File: src/rtl/uart_pkg.sv
// Shared types and constants for the UART output path.
package uart_pkg;

  localparam int PIX_W               = 8;
  localparam int BUSY_TIMEOUT        = 4;
  localparam int BUSY_CNT_W          = $clog2(BUSY_TIMEOUT);
  localparam int DEFAULT_FRAME_BYTES = 16384;

  typedef enum logic [1:0] {
    IDLE,
    START,
    WAIT_BUSY,
    WAIT_DONE
  } tx_state_t;

endpackage

File: src/rtl/sync_fifo.sv
// Single-clock FIFO with registered pointers, occupancy count, full/empty flags
// and a sticky overflow flag for writes that had nowhere to go.
module sync_fifo #(
  parameter int WIDTH  = 8,
  parameter int DEPTH  = 16,
  parameter int ADDR_W = 4
) (
  input  logic             clk,
  input  logic             rst,
  input  logic             wr_en_i,
  input  logic [WIDTH-1:0] wr_data_i,
  input  logic             rd_en_i,
  output logic [WIDTH-1:0] rd_data_o,
  output logic             full_o,
  output logic             empty_o,
  output logic             overflow_o
);

  localparam logic [ADDR_W:0] FULL_CNT = DEPTH[ADDR_W:0];

  logic [WIDTH-1:0]  mem_q [DEPTH];
  logic [ADDR_W-1:0] wr_ptr_q, rd_ptr_q;
  logic [ADDR_W:0]   count_q, count_d;
  logic              full_q, empty_q, overflow_q;
  logic              push, pop;

  assign pop  = rd_en_i && !empty_q;
  // A full FIFO still takes a write when the head leaves in the same cycle.
  assign push = wr_en_i && (!full_q || pop);

  // NOTE: every path starts from a default, so no latch can be inferred.
  always_comb begin
    count_d = count_q;
    case ({push, pop})
      2'b10:   count_d = count_q + 1'b1;
      2'b01:   count_d = count_q - 1'b1;
      default: count_d = count_q;
    endcase
  end

  // NOTE: storage is not reset; the pointers and count alone define which entries are valid.
  always_ff @(posedge clk) begin
    if (push) mem_q[wr_ptr_q] <= wr_data_i;
  end

  // NOTE: non-blocking assignments so every register samples pre-edge values.
  always_ff @(posedge clk) begin
    if (rst) begin
      wr_ptr_q   <= '0;
      rd_ptr_q   <= '0;
      count_q    <= '0;
      full_q     <= 1'b0;
      empty_q    <= 1'b1;
      overflow_q <= 1'b0;
    end else begin
      if (push) wr_ptr_q <= wr_ptr_q + 1'b1;
      if (pop)  rd_ptr_q <= rd_ptr_q + 1'b1;
      count_q <= count_d;
      full_q  <= (count_d == FULL_CNT);
      empty_q <= (count_d == '0);
      if (wr_en_i && !push) overflow_q <= 1'b1;
    end
  end

  assign rd_data_o  = mem_q[rd_ptr_q];
  assign full_o     = full_q;
  assign empty_o    = empty_q;
  assign overflow_o = overflow_q;

endmodule

File: src/rtl/tx_pixel_sender.sv
// Drains buffered filtered pixels into the UART transmitter one byte at a time
// and counts completed bytes per frame.
module tx_pixel_sender
  import uart_pkg::*;
#(
  parameter int DEPTH       = 16,
  parameter int ADDR_W      = 4,
  parameter int FRAME_BYTES = DEFAULT_FRAME_BYTES,
  parameter int CNT_W       = 15
) (
  input  logic             clk,
  input  logic             rst,
  input  logic [PIX_W-1:0] pix_in,
  input  logic             pix_valid,
  input  logic             tx_ready,
  output logic             tx_start,
  output logic [PIX_W-1:0] tx_data,
  output logic             fifo_full,
  output logic             overflow,
  output logic [CNT_W-1:0] bytes_sent,
  output logic             frame_done
);

  localparam logic [CNT_W-1:0]      LAST_BYTE = CNT_W'(FRAME_BYTES - 1);
  localparam logic [BUSY_CNT_W-1:0] BUSY_LAST = BUSY_CNT_W'(BUSY_TIMEOUT - 1);

  tx_state_t             state_q, state_d;
  logic [BUSY_CNT_W-1:0] busy_cnt_q, busy_cnt_d;
  logic [PIX_W-1:0]      tx_data_q, fifo_head;
  logic [CNT_W-1:0]      bytes_q;
  logic                  frame_done_q;
  logic                  pop, byte_done, fifo_empty;

  sync_fifo #(
    .WIDTH  (PIX_W),
    .DEPTH  (DEPTH),
    .ADDR_W (ADDR_W)
  ) u_fifo (
    .clk        (clk),
    .rst        (rst),
    .wr_en_i    (pix_valid),
    .wr_data_i  (pix_in),
    .rd_en_i    (pop),
    .rd_data_o  (fifo_head),
    .full_o     (fifo_full),
    .empty_o    (fifo_empty),
    .overflow_o (overflow)
  );

  always_comb begin
    state_d    = state_q;
    busy_cnt_d = '0;
    pop        = 1'b0;
    tx_start   = 1'b0;
    byte_done  = 1'b0;
    case (state_q)
      IDLE: begin
        if (!fifo_empty && tx_ready) begin
          pop     = 1'b1;
          state_d = START;
        end
      end
      // The request is held back if the transmitter went busy, so it never meets tx_ready=0.
      START: begin
        if (tx_ready) begin
          tx_start = 1'b1;
          state_d  = WAIT_BUSY;
        end
      end
      WAIT_BUSY: begin
        busy_cnt_d = busy_cnt_q + 1'b1;
        if (!tx_ready || busy_cnt_q == BUSY_LAST) state_d = WAIT_DONE;
      end
      WAIT_DONE: begin
        if (tx_ready) begin
          byte_done = 1'b1;
          state_d   = IDLE;
        end
      end
      default: state_d = IDLE;
    endcase
  end

  always_ff @(posedge clk) begin
    if (rst) begin
      state_q      <= IDLE;
      busy_cnt_q   <= '0;
      tx_data_q    <= '0;
      bytes_q      <= '0;
      frame_done_q <= 1'b0;
    end else begin
      state_q      <= state_d;
      busy_cnt_q   <= busy_cnt_d;
      frame_done_q <= byte_done && (bytes_q == LAST_BYTE);
      if (pop)       tx_data_q <= fifo_head;
      if (byte_done) bytes_q   <= (bytes_q == LAST_BYTE) ? '0 : bytes_q + 1'b1;
    end
  end

  assign tx_data    = tx_data_q;
  assign bytes_sent = bytes_q;
  assign frame_done = frame_done_q;

endmodule

File: config.mk
export PLATFORM = sky130hd
export DESIGN_NAME = tx_pixel_sender
export DESIGN_NICKNAME = d
export VERILOG_FILES = /design/src/rtl/uart_pkg.sv /design/src/rtl/sync_fifo.sv /design/src/rtl/tx_pixel_sender.sv
export SDC_FILE = /design/constraint.sdc
export NUM_CORES = 1
export LEC_CHECK = 0
export ABC_AREA = 0
export BUFFER_PORTS_ARGS = -buffer_cell sky130_fd_sc_hd__buf_2
export CAP_MARGIN = 0
export CORE_MARGIN = 8
export CORE_UTILIZATION = 57
export CTS_BUF_LIST = sky130_fd_sc_hd__clkbuf_16
export DETAILED_ROUTE_END_ITERATION = 12
export GPL_TIMING_DRIVEN = 1
export PLACE_DENSITY = 0.75
export RECOVER_POWER = 100
export SYNTH_ARGS = -nofsm -noshare
export SYNTH_HDL_FRONTEND = slang
export SYNTH_SLANG_ARGS = --single-unit
File: constraint.sdc
create_clock -name clk -period 5.85 [get_ports clk]
set_clock_uncertainty 0.1 [all_clocks]
set_input_delay 0.2925 -clock clk [delete_from_list [all_inputs] [get_ports clk]]
set_output_delay 0.2925 -clock clk [all_outputs]
set_load 0.05 [all_outputs]
==> qor.txt, run 1 <==
type of element capturing the critical path = register
worst-path maximum fanout = 21
CP arrival = 4.68 ns
Max transition margin = -73.13%
Setup crit start kind = register
cell repeated most along the worst path = ha_1
core footprint = 12010 µm²
synthesized area = 7034 µm²
RSZ-0062 raised after global routing = no
# placed instances = 613
CP max stage cell = a21boi_0
Syn Inst Count = 450
critical-path cell list = inv_1 -> ha_1 -> nand3b_1 -> a21boi_0 -> inv_1 -> ha_1 -> xor2_1 -> ha_1 -> a21oi_1 -> mux2i_1 -> xnor2_1 -> a211oi_1 -> nor2b_1
GR Overflow Total = 0
via count = 3796
Hold Crit Class = primary input to register
Sink Count = 172
Net Count, Synth = 477
DR iter-0 viols = 325
worst min-delay path startpoint = pix_valid
GPL Wtd Cong = 0.8392
DIE AREA = 16150 µm²
initial antenna violation count = 0
GRT Max-Usage Layer = met2
Sw Ratio = 26.45%
TritonCTS clock tree = yes
Ports = 39
internal power = 2.095 mW
Synth Area in Compound Gates = 4.945%
Post-Place Worst Slack = 1.998 ns
outcome = finished with violations
share of layout cells above drive strength 1 = 8.853%
VDD IR-drop max = 290.4 µV
commonest non-fill, non-tap cell in the layout = edfxtp_1
final setup vio count = 0
number of buffers added on ports = 38
Residual DRC = 0
Yosys warning count = 0
ANT nets after route = 0
Post-CTS Setup Repair Bufs = 0
Post-Synthesis Mean Instance Area = 15.63 µm²
Synth Area in Simple Gates = 7.826%
sequential fraction of the synthesis area = 67.16%
Vias/cell = 5.894
Sw Pwr = 0.7533 mW
violated checks = max-capacitance violations, max-slew violations
mux contribution to synthesized area = 12.01%
die width = 127.1 µm
PostCTS Resize Cnt = 0
hold buffers post-CTS = 0
Max Buffers Root-to-Sink = 2
row cnt = 40
CP top delay family = compound AO/OA/AOI/OAI gates
GRT Total Usage = 16.97%
most frequent cells in the layout = edfxtp_1 (128), nor2_1 (53), dfxtp_1 (43)
part of the power in registers = 49.7%
Leak = 2.619 nW
met1 GRT Util = 21.49%
worst r2r path cells = 13
Tmin final = 4.435 ns
Yosys reg bits = 172
Crit Path Class = register to register
Critical Path RT = 6.09 ns
Combinational Power Share = 16.5%
Synth cell types = 42
reg2reg start = state_q[0]
Final WS setup = 1.415 ns
Worst Hold Path EP = u_fifo.overflow_o
Total Neg Setup Slack = 0 ns
final hold vios = 0
Total Power = 2.849 mW
vias in the first global route = 3872
pin count of the biggest net entering global routing = 36
initial core utilization = 58.56%
router iterations before antenna repair = 4
GR met3 Demand/Resource = 4.825%
crit-path max cell delay = 1.08 ns
Post-layout nets = 512
Slew Limit Fails = 36
DIE HEIGHT = 127.1 µm
share of the cycle needed by the critical path after routing = 75.81%
TritonCTS buffer count = 17
largest family of logic cells by synthesized area = multiplexers
WL per Instance = 20.39 µm
Buf+Inv Stages, Crit Path = 2
Peak Freq = 225.5 MHz
DP HPWL = 8364 µm
met2 global-route usage = 26.85%
Total Wirelength = 13130 µm
# diodes = 0
Util after Layout = 64.41%
H-tree Lvls = 4
P&R area growth vs syn = 9.979%
r2r setup slk = 1.42 ns
xor/xnor share of the synthesized area = 2.864%
PwrDens = 368.2 nW/µm²
slew of the pin with the lowest slew margin = 2.597 ns
first-pass GRT wire length = 20450 µm
Worst-Skew Late Latency = 0.41 ns
CTS root buffer = clkbuf_16
adder-cell share of the synthesized area = 2.668%
RR Endpoint = u_fifo.full_o
Reg clk slew, reported paths = 0.06 ns
Max-Cap Viols = 1
fin cells = 644
power share of the clock group = 33.8%
Hold Path Stages = 3
[logic make-up after synthesis]
group	count (synthesis)
AO/OA/AOI/OAI	54
XOR/XNOR	23
adder cells (fa/ha/maj)	15
buffers and inverters	35
flip-flops	172
multiplexers	37
AND/OR/NAND/NOR	114
[per-layer routing]
metal	wire (µm)	up-vias
li1	-	1784
met1	5492	1866
met2	6321	132
met3	1101	14
met4	216	0
met5	0	-
[worst max-delay path by stage]
stage | from | endpoint | slack [ns] | cells past startpoint
global route | state_q[0] | u_fifo.full_o | 0.97 | 13
floorplan | state_q[0] | u_fifo.full_o | 3.02 | 14
CTS | state_q[0] | u_fifo.full_o | 1.96 | 13
detailed placement | state_q[0] | u_fifo.full_o | 2.00 | 13
global placement | state_q[0] | u_fifo.full_o | 2.28 | 13
finish | state_q[0] | u_fifo.full_o | 1.42 | 13
[through the flow]
step / hold WS [ns] / area (µm²)
2_1_floorplan: 0.2914 / 7034
3_3_place_gp: 0.3131 / 7297
3_5_place_dp: 0.3312 / 7297
4_1_cts: 0.04192 / 7809
5_1_grt: 0.06229 / 7736
6_report: 0.06518 / 7736
[flip-flops by register name, indices dropped and copies added (netlist names), 2 cells and up]
register / cells
state_q: 2
u_fifo.wr_ptr_q: 4
bytes_sent: 15
busy_cnt_q: 2
u_fifo.mem_q: 128
tx_data: 8
u_fifo.rd_ptr_q: 4
u_fifo.count_q: 5
[worst register-to-register path: stages, from the launching register on]
cell	delay, ns
dfxtp_1	0.33
inv_1	0.13
ha_1	0.22
nand3b_1	0.55
a21boi_0	1.09
inv_1	0.17
ha_1	0.35
xor2_1	0.21
ha_1	0.23
a21oi_1	0.18
mux2i_1	0.27
xnor2_1	0.10
a211oi_1	0.29
nor2b_1	0.16
[power groups by stage]
stage | clock network (mW) | logic (mW) | registers (mW)
floorplan | 0 | 0.366 | 1.45
global placement | 0 | 0.457 | 1.44
detailed placement | 0 | 0.471 | 1.44
CTS | 0.989 | 0.475 | 1.41
global route | 1.04 | 0.513 | 1.42
finish | 0.964 | 0.469 | 1.42
[cell usage after synthesis, drive strengths merged]
library cell	number	area share, %
edfxtp	128	55
nor2	53	2.8
dfxtp	44	13
mux4	32	11
a21oi	25	1.8
a22oi	16	1.7
ha	15	2.7
xor2	15	1.9
buf	14	1.4
clkbuf	12	0.64
nand2	12	0.64
inv	9	0.48
nand3	8	0.57
nor2b	8	0.71
xnor2	8	1.0
nor3	7	0.57
nand4	6	0.53
and3	5	0.44
and2	3	0.27
and3b	3	0.37
mux2i	3	0.43
nand2b	3	0.27
nand3b	3	0.32
a211oi	2	0.21
mux2	2	0.32
nor3b	2	0.21
o21a	2	0.21
o21ai	2	0.14
o21bai	2	0.27
a21boi	1	0.16
a31oi	1	0.089
nor4	1	0.089
o2111ai	1	0.12
o221ai	1	0.12
o41ai	1	0.12
[cell type report]
type	count	area [µm²]
Clock inverter	14	86.33
Inverter	9	33.78
Timing Repair Buffer	42	161.4
Clock buffer	17	425.4
Fill cell	843	4275
Tap cell	147	183.9
Sequential cell	172	4726
Multi-Input combinational cell	243	2120
Power figures use the tool's default switching activity.
==> inputs of run 2 (changes only) <==
Settings changed: ABC_AREA 0 to 1, CORE_UTILIZATION 57 to 55, PLACE_DENSITY 0.75 to 0.76.
Clock period 5.85 ns to 3.59 ns, I/O delays scaled along.
==> run 2 against run 1 <==
  * The flow still finishes with violations (max-capacitance violations, max-slew violations)
  * Fmax up 50%
  * First-iteration DRC count up 83%
  * Total power up 81%
==> qor.txt, run 2 <==
row cnt = 42
# fillers = 1025
first-pass GRT wire length = 24980 µm
Ports = 39
DP HPWL = 10070 µm
DIE AREA = 17130 µm²
Worst-Skew Late Latency = 0.43 ns
Total Wirelength = 15750 µm
Vias/cell = 5.595
Synth Area in Simple Gates = 16.99%
CTS root buffer = clkbuf_16
violated checks = max-capacitance violations, max-slew violations
Yosys top cell area share = 52.94%
largest family of logic cells by synthesized area = simple AND/OR/NAND/NOR gates
Critical Path RT = 3.80 ns
Synth area leaders = edfxtp_1 (53%), dfxtp_1 (12%), nor2_1 (7.4%)
Max Buffers Root-to-Sink = 2
Sink Count = 172
FFs w/ async S/R, synth = 0%
Synth cell types = 40
die width = 130.9 µm
largest register by flop count = u_fifo.mem_q
router iterations before antenna repair = 5
most frequent cells in the layout = nor2_1 (146), edfxtp_1 (128), o21ai_0 (74)
xor/xnor share of the synthesized area = 0.7238%
vias in the first global route = 4910
outcome = finished with violations
most frequent cells after synthesis = nor2_1 (144), edfxtp_1 (128), o21ai_0 (73)
CP arrival = 3.15 ns
type of element capturing the critical path = register
# diodes = 0
commonest non-fill, non-tap cell in the layout = nor2_1
mux contribution to synthesized area = 0.1379%
Post-Synthesis Mean Instance Area = 10.76 µm²
Hold WS = 0.06601 ns
DIE HEIGHT = 130.9 µm
max layer used = met4
GRT Total Usage = 19.31%
TritonCTS buffer count = 17
cell repeated most along the worst path = nand2_1
VDD IR-drop max = 501.3 µV
H-tree Lvls = 4
Slew Limit Fails = 66
Tmin final = 2.949 ns
Max transition margin = -23.57%
number of synthesized flops with an enable pin = 128
slew of the pin with the lowest slew margin = 1.852 ns
core footprint = 13090 µm²
PwrDens = 637.5 nW/µm²
final setup vio count = 0
synthesized area = 7261 µm²
ANT nets after route = 0
Crit Path Class = register to register
met3 WL = 864 µm
largest area contributor in the netlist = edfxtp_1
P&R area growth vs syn = 11.13%
Net Count, Synth = 702
Yosys reg bits = 172
CP max stage cell = ha_1
Peak Freq = 339.1 MHz
pin count of the biggest net entering global routing = 67
Setup crit start kind = register
Yosys warning count = 0
Most used DFF post-synth = edfxtp_1
adder-cell share of the synthesized area = 2.585%
initial antenna violation count = 0
worst-path maximum fanout = 20
Residual DRC = 0
Synth Area in Compound Gates = 10.25%
Post-layout nets = 734
TritonCTS clock tree = yes
max reg flops = 128
crit-path max cell delay = 0.38 ns
Leak = 2.905 nW
metal2 WL = 7962 µm
share of layout cells above drive strength 1 = 6.944%
share of the cycle needed by the critical path after routing = 82.15%
Total Neg Setup Slack = 0 ns
Met1 Wirelength = 6619 µm
via count = 5013
most common cell in the netlist = nor2_1
Max-Cap Viols = 1
critical-path cell list = inv_1 -> ha_1 -> nand2_1 -> clkinv_2 -> ha_1 -> nand2_1 -> inv_1 -> nor2_1 -> ha_1 -> inv_1 -> nand2_1 -> nand3_1 -> nand2_1 -> nand3_1 -> nand2_1 -> nand2_1 -> nand3_1 -> nand2_1
DR iter-0 viols = 596
GR Overflow Total = 0
final hold vios = 0
number of buffers added on ports = 38
GPL Wtd Cong = 0.8305
Reg clk slew, reported paths = 0.07 ns
initial core utilization = 55.49%
sequential fraction of the synthesis area = 65.07%
Syn Inst Count = 675
WL per Instance = 17.58 µm
RSZ-0062 raised after global routing = no
Hold Crit Class = primary input to register
## run 2: logic make-up (layout without fill, tap and decap cells)
group	count (synthesis)	count (layout)
compound gates	128	128
buf+inv	74	119
simple gates	279	279
fa+ha+maj	15	15
xor+xnor	6	6
mux	1	1
flops	172	172
## run 2: through the flow
step           instance area [µm²]  setup WS (ns)  instances  util (%)  total power [mW]
6_report                      8069         0.6410        896     61.67             5.144
5_1_grt                       8069         0.3695        896     61.67             5.356
4_1_cts                       8167         0.7289        896     62.41             5.158
3_5_place_dp                  7559         0.7517        863     57.76             3.372
3_3_place_gp                  7559         0.9820        863     57.76             3.322
2_1_floorplan                 7261          1.165        675         -             3.112
## run 2: path summary, 6_finish.rpt
check             cells after the start              to           from  slack [ns]
hold reg to reg                       1   busy_cnt_q[0]  busy_cnt_q[0]        0.33
setup reg to reg                     18  u_fifo.empty_o     state_q[0]        0.64
hold / removal                        3   bytes_sent[1]       tx_ready        0.07
setup / recovery                     18  u_fifo.empty_o     state_q[0]        0.64
## run 2: power breakdown
group	total (mW)	switching (mW)	internal, mW
Combinational	1.04	0.752	0.288
Sequential	2.29	0.0590	2.23
Clock	1.82	0.763	1.05
Total	5.14	1.57	3.57
## run 2: critical path, delay by kind of cell, from the launching register on
| kind | cells | cell delay [ns] |
|---|---|---|
| fa+ha+maj | 3 | 0.77 |
| simple gates | 11 | 1.10 |
| buf+inv | 4 | 0.50 |
| flops | 1 | 0.36 |
## run 2: area by class of cell
type                       instances  area, µm²  area share (%)
sequential                       172       4725           58.55
multi-input combinational        429       2177           26.98
clock buffer                      21      525.5           6.513
tap                              176      220.2           2.729
timing repair buffer              42      177.7           2.202
inverter                          45      171.4           2.124
clock inverter                    11      72.57          0.8994
## run 2: layer usage
layer / global-route usage (%) / vias up
met5: 0 / -
met4: 6.820 / 0
met3: 4.424 / 26
met2: 32.89 / 181
met1: 23.64 / 2393
li1: - / 2413
## run 2: timing repair
| action | CTS | global route |
|---|---|---|
| setup buffers | 0 | 0 |
| gates resized for setup | 0 | 0 |
| hold buffers | 1 | 0 |
| endpoints found under the hold margin | 2 | 0 |
